**src/rtl/alu_instr_sequencer_if.sv**
```systemverilog
// Instruction/start handshake, status and debug-read bundle
// between the instruction source and alu_instr_sequencer.
interface alu_instr_sequencer_if #(
  parameter int DATA_W = 16
);
  logic              s;
  logic [15:0]       in;
  logic              w;
  logic              done;
  logic              err;
  logic [2:0]        status;
  logic [2:0]        dbg_addr;
  logic [DATA_W-1:0] dbg_data;

  modport slave (
    input  s, in, dbg_addr,
    output w, done, err, status, dbg_data
  );

  modport master (
    output s, in, dbg_addr,
    input  w, done, err, status, dbg_data
  );
endinterface

```
**src/rtl/alu_instr_sequencer.sv**
```systemverilog
// Multi-cycle decode/control unit with 8-entry register file,
// {V,N,Z} status and a 16-bit ADD/SUB/AND/NOT-B ALU.
module alu_instr_sequencer #(
  parameter int DATA_W = 16
) (
  input logic                  clk,
  input logic                  reset,
  alu_instr_sequencer_if.slave bus
);

  typedef enum logic [2:0] {
    WAIT,
    DECODE,
    WRIMM,
    GETA,
    GETB,
    EXEC,
    WRITE
  } state_t;

  localparam int MSB = DATA_W - 1;

  state_t state, nxt;

  logic [15:0]       ir;
  logic [DATA_W-1:0] a, b, c;
  logic [DATA_W-1:0] rf [8];
  logic [2:0]        status;
  logic              done, err;

  logic [2:0] opcode, rn, rd, rm;
  logic [1:0] op, sh;
  logic [7:0] imm8;

  assign opcode = ir[15:13];
  assign op     = ir[12:11];
  assign rn     = ir[10:8];
  assign rd     = ir[7:5];
  assign sh     = ir[4:3];
  assign rm     = ir[2:0];
  assign imm8   = ir[7:0];

  logic is_movi, is_movr, is_alu, is_cmp;

  assign is_movi = (opcode == 3'b110) && (op == 2'b10);
  assign is_movr = (opcode == 3'b110) && (op == 2'b00);
  assign is_alu  = (opcode == 3'b101);
  assign is_cmp  = is_alu && (op == 2'b01);

  logic [DATA_W-1:0] src_m, shifted, sext;

  assign src_m = rf[rm];
  assign sext  = {{(DATA_W-8){imm8[7]}}, imm8};

  always_comb begin
    shifted = src_m;
    unique case (sh)
      2'b00: shifted = src_m;
      2'b01: shifted = {src_m[MSB-1:0], 1'b0};
      2'b10: shifted = {1'b0, src_m[MSB:1]};
      2'b11: shifted = {src_m[MSB], src_m[MSB:1]};
    endcase
  end

  logic [DATA_W-1:0] sum, diff, alu_out;
  logic              alu_v;

  assign sum  = a + b;
  assign diff = a - b;

  // MOV reg shares op=00 with ADD, so the ALU passes B unless the
  // opcode is an arithmetic/logic one.
  always_comb begin
    alu_out = b;
    alu_v   = 1'b0;
    if (is_alu) begin
      unique case (op)
        2'b00: begin
          alu_out = sum;
          alu_v   = (a[MSB] == b[MSB]) && (sum[MSB] != a[MSB]);
        end
        2'b01: begin
          alu_out = diff;
          alu_v   = (a[MSB] != b[MSB]) && (diff[MSB] != a[MSB]);
        end
        2'b10: alu_out = a & b;
        2'b11: alu_out = ~b;
      endcase
    end
  end

  logic load_ir, load_a, load_b, load_c, load_st;
  logic wr_rd, wr_imm, fin, bad;

  always_ff @(posedge clk) begin
    if (reset) state <= WAIT;
    else       state <= nxt;
  end

  always_comb begin
    nxt     = state;
    load_ir = 1'b0;
    load_a  = 1'b0;
    load_b  = 1'b0;
    load_c  = 1'b0;
    load_st = 1'b0;
    wr_rd   = 1'b0;
    wr_imm  = 1'b0;
    fin     = 1'b0;
    bad     = 1'b0;
    unique case (state)
      WAIT: begin
        if (bus.s) begin
          load_ir = 1'b1;
          nxt     = DECODE;
        end
      end
      DECODE: begin
        unique case (1'b1)
          is_movi: nxt = WRIMM;
          is_movr: nxt = GETB;
          is_alu:  nxt = GETA;
          default: begin
            nxt = WAIT;
            fin = 1'b1;
            bad = 1'b1;
          end
        endcase
      end
      GETA: begin
        load_a = 1'b1;
        nxt    = GETB;
      end
      GETB: begin
        load_b = 1'b1;
        nxt    = EXEC;
      end
      EXEC: begin
        load_c  = 1'b1;
        load_st = is_alu;
        if (is_cmp) begin
          nxt = WAIT;
          fin = 1'b1;
        end else begin
          nxt = WRITE;
        end
      end
      WRITE: begin
        wr_rd = 1'b1;
        nxt   = WAIT;
        fin   = 1'b1;
      end
      WRIMM: begin
        wr_imm = 1'b1;
        nxt    = WAIT;
        fin    = 1'b1;
      end
      default: nxt = WAIT;
    endcase
  end

  always_ff @(posedge clk) begin
    if (reset) begin
      ir     <= '0;
      a      <= '0;
      b      <= '0;
      c      <= '0;
      status <= '0;
      done   <= 1'b0;
      err    <= 1'b0;
      for (int i = 0; i < 8; i++) rf[i] <= '0;
    end else begin
      done <= fin;
      err  <= bad;
      if (load_ir) ir <= bus.in;
      if (load_a)  a  <= rf[rn];
      if (load_b)  b  <= shifted;
      if (load_c)  c  <= alu_out;
      if (load_st)
        status <= {alu_v, alu_out[MSB], alu_out == '0};
      if (wr_rd)  rf[rd] <= c;
      if (wr_imm) rf[rn] <= sext;
    end
  end

  assign bus.w        = (state == WAIT);
  assign bus.done     = done;
  assign bus.err      = err;
  assign bus.status   = status;
  assign bus.dbg_data = rf[bus.dbg_addr];

endmodule

```
**src/flat_wrapper.sv**
```systemverilog
// flat-port wrapper written by rule: the top's interface ports become plain ports
module alu_instr_sequencer_flat 
#(
  parameter int DATA_W = 16
)
  (clk, reset, bus_s, bus_in, bus_dbg_addr, bus_w, bus_done, bus_err, bus_status, bus_dbg_data);
  alu_instr_sequencer_if #(.DATA_W(DATA_W)) bus_i ();
  input logic clk;
  input logic reset;
  input wire logic [$bits(bus_i.s)-1:0] bus_s;
  input wire logic [$bits(bus_i.in)-1:0] bus_in;
  input wire logic [$bits(bus_i.dbg_addr)-1:0] bus_dbg_addr;
  output wire logic [$bits(bus_i.w)-1:0] bus_w;
  output wire logic [$bits(bus_i.done)-1:0] bus_done;
  output wire logic [$bits(bus_i.err)-1:0] bus_err;
  output wire logic [$bits(bus_i.status)-1:0] bus_status;
  output wire logic [$bits(bus_i.dbg_data)-1:0] bus_dbg_data;
  assign bus_i.s = bus_s;
  assign bus_i.in = bus_in;
  assign bus_i.dbg_addr = bus_dbg_addr;
  assign bus_w = bus_i.w;
  assign bus_done = bus_i.done;
  assign bus_err = bus_i.err;
  assign bus_status = bus_i.status;
  assign bus_dbg_data = bus_i.dbg_data;
  alu_instr_sequencer #(.DATA_W(DATA_W)) u_core (.clk(clk), .reset(reset), .bus(bus_i));
endmodule
```
**config.mk**
```make
export PLATFORM = sky130hd
export DESIGN_NAME = alu_instr_sequencer_flat
export DESIGN_NICKNAME = d
export VERILOG_FILES = /design/src/rtl/alu_instr_sequencer_if.sv /design/src/rtl/alu_instr_sequencer.sv /design/src/flat_wrapper.sv
export SDC_FILE = /design/constraint.sdc
export NUM_CORES = 1
export LEC_CHECK = 0
export CORE_ASPECT_RATIO = 0.8
export CORE_MARGIN = 5
export CORE_UTILIZATION = 35
export DETAILED_ROUTE_END_ITERATION = 6
export GPL_TIMING_DRIVEN = 1
export HOLD_SLACK_MARGIN = 0.1
export PLACE_DENSITY = 0.53
export SYNTH_ARGS = -nofsm -noshare
export SYNTH_HDL_FRONTEND = slang
export SYNTH_SLANG_ARGS = --single-unit
```
**constraint.sdc**
```tcl
create_clock -name clk -period 6.92 [get_ports clk]
set_input_delay 1.384 -clock clk [delete_from_list [all_inputs] [get_ports clk]]
set_output_delay 1.384 -clock clk [all_outputs]
set_load 0.02 [all_outputs]
```
Word level (Yosys, flattened, before mapping):

Memories as Yosys holds them, arrays and structs flattened. A register that Yosys moved wholly into a read port is not among the register bits.
Cells that the tools add are included.

* RAM bits: 128
* memories kept: 1
* word-level logic and storage cells: 82
* output and inout bits: 22
* bits in registers: 56
* input bits: 22

* bitwise gates (word level): 3
* reductions and logical operators: 14
* eq/ne operators: 19
* $add $sub $neg: 2
* mux-type cells: 36

Memory list
* u_core.rf: words 8, width 16, read ports 3, clocked after memory_dff 2, wr ports 8, line alu_instr_sequencer.sv:27 `logic [DATA_W-1:0] rf [8];`

Operators with widths (number)
* $pmux 16 s4: 2
* $mux 16: 3
* $reduce_or 16->1: 2
* $mux 1: 21
* $mux 3: 6
* $add 16x16->16: 1
* $and 16x16->16: 1
* $logic_not 16->1: 1
* $not 16->16: 1
* $sub 16x16->16: 1
* $eq 3x3->1 const B: 5
* $pmux 3 s5: 1
* $pmux 3 s3: 1
* $eq 2x2->1 const B: 4
* $eq 3x2->1 const B: 2
* $logic_and 1x1->1: 5
* $eq 2x1->1 const B: 2
* $logic_not 2->1: 2
* $reduce_or 2->1: 2
* $eq 3x1->1 const B: 1
* $logic_not 3->1: 1
* $ne 1x1->1: 3
* $pmux 1 s3: 1
* $reduce_or 3->1: 1
* 4 further kinds: 4

Longest topological paths before layout:

Gate-level depths: netlist of run 1.

* word-level depth: 8
* depth in mapped cells: 13
* gate-level depth less buffers: 13

Least setup slack after synthesis of run 1:

Ideal clock, no wire load.

* path type: input-to-output
* start: in bus_dbg_addr[0]
* end: out bus_dbg_data[0]
* data arrival time: 3021 ps
* buffers on the path: 2
* setup slack: 2515 ps
* data required time: 5536 ps
* stages: 4
* cell sequence: clkbuf_1 buf_1 mux4_2 mux2_2

* cells in the longest elaborated chain, start to end: 1

RTL lines
* start, declared: line flat_wrapper.sv:12 `input wire logic [$bits(bus_i.dbg_addr)-1:0] bus_dbg_addr;`
* $mem_v2 8x16
* end, declared: line flat_wrapper.sv:17 `output wire logic [$bits(bus_i.dbg_data)-1:0] bus_dbg_data;`

Every way passes these cells.

Worst setup path in the final report of run 1:

* start: in bus_dbg_addr[0]
* end: out bus_dbg_data[9]

The elaborated chain is that of the path after synthesis.

==> impl_metrics.toml, run 1 <==
[synthesis]
synth_cell_types = 66
synth_top_area_cell = "edfxtp_1"
synth_common_cells = "215 x nor2_1, 128 x edfxtp_1, 98 x mux4_2"
synth_edf_count = 128
synth_nets = 1198
synthTopCellsByArea = "edfxtp_1 31%, mux4_2 18%, dfxtp_1 12%"
synthArstFlopShare_pct = 0
syn_area_per_cell_um2 = 10.9
synth_top_area_share_pct = 30.9
synth.most_common_cell = "nor2_1"
ys_warn_count = 0
syn_inst = 1142
synth-seq-cells = 203
syn_area_mm2 = 0.0124
synthFlopType = "edfxtp_1"
yosysSeqAreaShare_pct = 43.0

[setup_path]
crit_fanout = 32
critPathMaxStageDelay_ns = 0.86
crit_arrival_ns = 3.71
critPathTopFamily = "buffers and inverters"
worstPathCellList = "buf_2 -> mux4_2 -> mux2_2 -> clkdlybuf4s50_1"
path_class = "input port to output pin"
crit_path_start_kind = "input port"
critPathSlowestCell = "buf_2"
cp.required_ns = 5.54
critPathBufInv = 2
cp-end-kind = "output pin"

[layout]
drive_gt1_share_pct = 16.0
final_net_count = 1198
area_delta_synth_final_pct = 12.9
final_cell_area_mm2 = 0.0140
antenna_cells = 0
nFillCells = 3384

[detailed_routing]
viasPerCell = 5.68
drc = 0
wl_met3_um = 2240
first_iter_violations = 1021
routed-wl-met2_um = 15600
drt_first_pass_iters = 5
topRoutingLayerUsed = "met4"
vias = 9261
postRouteAntennaNets = 0
drt-met1-wl_um = 17400
routedWlPerCell_um = 22.0
wirelength_um = 35900

[power_and_ir_drop]
finalPower_mw = 2.98
swShare_pct = 24.6
p_per_area_mw_per_mm2 = 212
vdd_drop_max_uv = 154
internal-power_mw = 2.25
power.switching_mw = 0.733
seqPwrFrac_pct = 45.4
p_comb_share_pct = 11.3
pwr-share-clk_pct = 43.3
p_leak_nw = 4.63

[floorplanning]
start_util_pct = 35.6
io_pins = 44
dieArea_mm2 = 0.0394
core_mm2 = 0.0349
rows = 61
die_w_um = 221
die_h_um = 178

[global_routing]
grt-ovfl-total = 0
antenna_found_initial = 0
grt_max_degree = 71
grt.total_usage_pct = 18.4
grt_pass1_wl_um = 55700
grt_pass1_vias = 9006

[timing]
hold_viol = 0
fin_crit_ns = 5.09
period_share_pct = 73.6
timing.final.ws_setup_ns = 1.83
fmax_mhz = 196
maxSlewViolCount = 0
rsz0062_at_grt = "false"
fin_setup_tns_ns = 0
tightest_slew_ns = 1.17
finClkSkew_ns = 0.0229
setup_viol = 0
relSlewSlack_pct = 21.9

[placement]
dp_hpwl_um = 25300
postPlaceCellArea_mm2 = 0.0132
dp_worst_setup_slack_ns = 1.77
numPortBuffers = 43
gp_congestion = 0.823

[clocking]
cts-buffers-inserted = 24
root_buffer = "clkbuf_16"
clockBufferDepth = 3
clock_latency_ns = 0.53
cts_tree = "built"
cts_num_sinks = 203
post-cts-setup-buffers = 0
cts_hold_buf = 0
ctsResizeCount = 0
cts.clk_slew.worst_paths_ns = 0.06
htreeDepth = 1

[worst_hold_path]
worstHoldPathType = "register to register"

[flow_run]
max-cap-violations = 0

[outcome]
status = "complete, no violations"
-- path summary, 6_finish.rpt --
kind	startpoint	end	slack, ns	depth (start not counted)
min	u_core.c[15]$_SDFFE_PP0P_	u_core.c[15]$_SDFFE_PP0P_	0.47	2
min reg2reg	u_core.c[15]$_SDFFE_PP0P_	u_core.c[15]$_SDFFE_PP0P_	0.47	2
max reg2reg	u_core.state[0]$_SDFFE_PP0P_	u_core.bus.status[0]$_SDFFE_PP0P_	2.85	9
max	bus_dbg_addr[0]	bus_dbg_data[9]	1.83	4
-- power by group through the flow --
| stage | logic [mW] | registers [mW] | clock network (mW) |
|---|---|---|---|
| finish | 0.336 | 1.35 | 1.29 |
| global route | 0.362 | 1.36 | 1.36 |
| CTS | 0.341 | 1.35 | 1.31 |
| detailed placement | 0.339 | 1.38 | 0 |
| global placement | 0.338 | 1.38 | 0 |
| floorplan | 0.240 | 1.36 | 0 |
-- cell families after synthesis --
kind of cell	Yosys count	share of synthesized area, %
compound gates	196	10.3
fa+ha+maj	34	3.55
flops	203	43.0
buf+inv	119	3.68
xor+xnor	19	1.34
simple gates	393	13.7
mux	178	24.5
-- through the flow --
stage / hold WS [ns] / instances / utilization (%)
final: 0.466 / 1631 / 40.2
after CTS: 0.466 / 1631 / 40.2
after global placement: 0.449 / 1588 / 38.0
after global routing: 0.487 / 1631 / 40.2
after floorplan: 0.432 / 1142 / -
after detailed placement: 0.457 / 1588 / 38.0
-- layout by cell type, fill, tap and decap left out, types with 4 or more instances in the layout --
cell,n
nor2_1,214
edfxtp_1,128
mux4_2,98
nand2_1,95
dfxtp_1,73
a21oi_1,65
mux2i_1,57
a211oi_1,44
clkdlybuf4s50_1,41
o21ai_0,32
ha_1,32
inv_1,31
clkbuf_16,25
mux2_2,23
buf_4,18
nor3_1,15
nand2b_1,15
xnor2_1,13
nand3_1,8
clkinv_1,8
nor2b_1,7
nand3b_1,6
xor2_1,6
and2_1,5
o31ai_1,5
or3_1,4
or2_2,4
o211ai_1,4
clkbuf_1,4
-- layer usage --
layer / GRT usage (%) / vias to the layer above
li1: - / 4257
met1: 28.8 / 4623
met2: 27.3 / 337
met3: 2.49 / 44
met4: 3.95 / 0
met5: 0 / -
-- worst min-delay path, cell delays in order (launching register included) --
cell     delay [ns]
dfxtp_1        0.31
nand2_1        0.06
a21oi_1        0.05
-- state kept, by name, summed over array words and instances (netlist names), named ones only --
| signal | flops |
|---|---|
| u_core.a | 16 |
| u_core.rf | 128 |
| u_core.bus.err | 1 |
| u_core.b | 16 |
| u_core.bus.done | 1 |
| u_core.bus.status | 3 |
| u_core.c | 16 |
| u_core.state | 3 |
| u_core.ir | 16 |
-- layout make-up --
cell class                      count  area (um2)  area share [%]
Inverter                           32         120           0.857
Sequential cell                   203        5350            38.1
Multi-Input combinational cell    820        6630            47.2
Timing Repair Buffer               61         556            3.96
Clock inverter                     14         144            1.03
Tap cell                          472         591            4.21
Clock buffer                       29         641            4.57
Power figures use the tool's default switching activity.
==> inputs of run 2 (changes only) <==
PLACE_DENSITY = 0.54   (was 0.53)
clock period = 4.1 ns   (was 6.92 ns; I/O delays follow)
==> run 2 against run 1 <==
Effect of this change: critical path depth increased by 9; sequential power grew 70%; core utilization grew 0.47 points; combinational power is 72% higher; worst setup slack got worse by 1.6 ns.
==> impl_metrics.toml, run 2 (synthesis gave the netlist of run 1 again) <==
[outcome]
status = "complete, no violations"

[floorplanning]
die_h_um = 178
dieArea_mm2 = 0.0394
start_util_pct = 35.6
rows = 61
die_w_um = 221
core_mm2 = 0.0349
io_pins = 44

[clocking]
ctsResizeCount = 0
htreeDepth = 1
cts-buffers-inserted = 22
cts.clk_slew.worst_paths_ns = 0.06
clockBufferDepth = 3
cts_tree = "built"
cts_num_sinks = 203
clock_latency_ns = 0.52
cts_hold_buf = 0
root_buffer = "clkbuf_16"
post-cts-setup-buffers = 0

[setup_path]
worstSetupStartpoint = "u_core.b[0]$_SDFFE_PP0P_"
crit_path_start_kind = "register"
critPathSlowestCell = "or4b_1"
critPathMaxStageDelay_ns = 0.55
reg2reg_slack_ns = 0.26
reg2reg_from = "u_core.b[0]$_SDFFE_PP0P_"
rr_worst_depth = 13
path_common_cell = "or4b_1"
crit_end = "u_core.bus.status[0]$_SDFFE_PP0P_"
path_class = "register to register"
crit_fanout = 6
crit_arrival_ns = 4.27
cp.required_ns = 4.54
r2r_end = "u_core.bus.status[0]$_SDFFE_PP0P_"
cp-end-kind = "register"
worstPathCellList = "ha_1 -> inv_1 -> fa_1 -> or3_1 -> o211ai_1 -> a211oi_1 -> xnor2_1 -> a221o_1 -> a21oi_1 -> nand4_1 -> or4b_1 -> or4b_1 -> o21ai_1"

[placement]
dp_worst_setup_slack_ns = 0.323
gp_congestion = 0.859
numPortBuffers = 43
dp_hpwl_um = 25400
postPlaceCellArea_mm2 = 0.0135

[detailed_routing]
postRouteAntennaNets = 0
drt_first_pass_iters = 5
first_iter_violations = 800
viasPerCell = 5.65
drc = 0
vias = 9354
routedWlPerCell_um = 22.0
wirelength_um = 36500

[layout]
largest_reg_flops = 128
final_util_pct = 40.7
area_delta_synth_final_pct = 14.2
antenna_cells = 0
final_cell_area_mm2 = 0.0142
final_net_count = 1223
max_flop_register = "u_core.rf"
final_common_cell = "nor2_1"
drive_gt1_share_pct = 18.0
most-common-layout-cells = "214 x nor2_1, 128 x edfxtp_1, 98 x mux4_2"

[timing]
fin_crit_ns = 3.84
maxSlewViolCount = 0
timing.final.ws_setup_ns = 0.262
fin_setup_tns_ns = 0
hold_viol = 0
tightest_slew_ns = 1.07
finClkSkew_ns = 0.0195
relSlewSlack_pct = 28.6
rsz0062_at_grt = "false"
setup_viol = 0
fmax_mhz = 261
period_share_pct = 93.6

[power_and_ir_drop]
p_leak_nw = 4.75
vdd_drop_max_uv = 221
finalPower_mw = 4.85
p_per_area_mw_per_mm2 = 342

[global_routing]
grt_pass1_wl_um = 56200
grt.total_usage_pct = 18.7
grt_max_degree = 63
grt_pass1_vias = 9113
grt-ovfl-total = 0
antenna_found_initial = 1

[flow_run]
max-cap-violations = 0

[worst_hold_path]
worstHoldPathType = "register to register"
hp-start = "u_core.c[1]$_SDFFE_PP0P_"
[run 2: changes by cell type in the layout (fill, tap and decap cells not counted), sizes merged]
| cell | change |
|---|---|
| inv | -2 |
| clkinv | -1 |
| buf | +27 |
| bufinv | -2 |
| clkbuf | +2 |
[run 2: critical path: cells and delay by family (launching register included)]
| family | cells | cell delay, ns |
|---|---|---|
| AO/OA/AOI/OAI | 5 | 0.98 |
| XOR/XNOR | 1 | 0.15 |
| adder cells (fa/ha/maj) | 2 | 0.64 |
| buffers and inverters | 1 | 0.06 |
| flip-flops | 1 | 0.42 |
| AND/OR/NAND/NOR | 4 | 1.51 |
[run 2: per-stage QoR]
step | hold WS (ns) | cells
3_3_place_gp | 0.448 | 1615
4_1_cts | 0.454 | 1655
6_report | 0.452 | 1655
3_5_place_dp | 0.447 | 1615
5_1_grt | 0.484 | 1655
2_1_floorplan | 0.432 | 1142
[run 2: routing by layer]
metal	global-route usage, %	wire [um]
met1	29.2	17500
met2	27.4	15600
met3	3.21	2620
met4	3.69	680
met5	0	13
[run 2: final cells by class]
type,instances,area (um2)
repair buffers,88,783
clock inverters,9,65.1
flip-flops and latches,203,5350
inverters,32,120
multi-input cells,820,6630
fillers,3405,20700
well taps,472,591
clock buffers,31,654
[run 2: power breakdown]
part	switching [mW]	internal, mW	total, mW
clock network	0.811	1.17	1.98
registers	0.0648	2.22	2.29
logic	0.300	0.279	0.579
[run 2: worst min-delay path by stage]
| stage | to | slack, ns | cells after the start |
|---|---|---|---|
| 2_1_floorplan | u_core.c[1]$_SDFFE_PP0P_ | 0.43 | 2 |
| 3_3_place_gp | u_core.c[15]$_SDFFE_PP0P_ | 0.45 | 2 |
| 3_5_place_dp | u_core.c[1]$_SDFFE_PP0P_ | 0.45 | 2 |
| 4_1_cts | u_core.c[1]$_SDFFE_PP0P_ | 0.45 | 2 |
| 5_1_grt | u_core.c[15]$_SDFFE_PP0P_ | 0.48 | 2 |
| 6_report | u_core.c[1]$_SDFFE_PP0P_ | 0.45 | 2 |
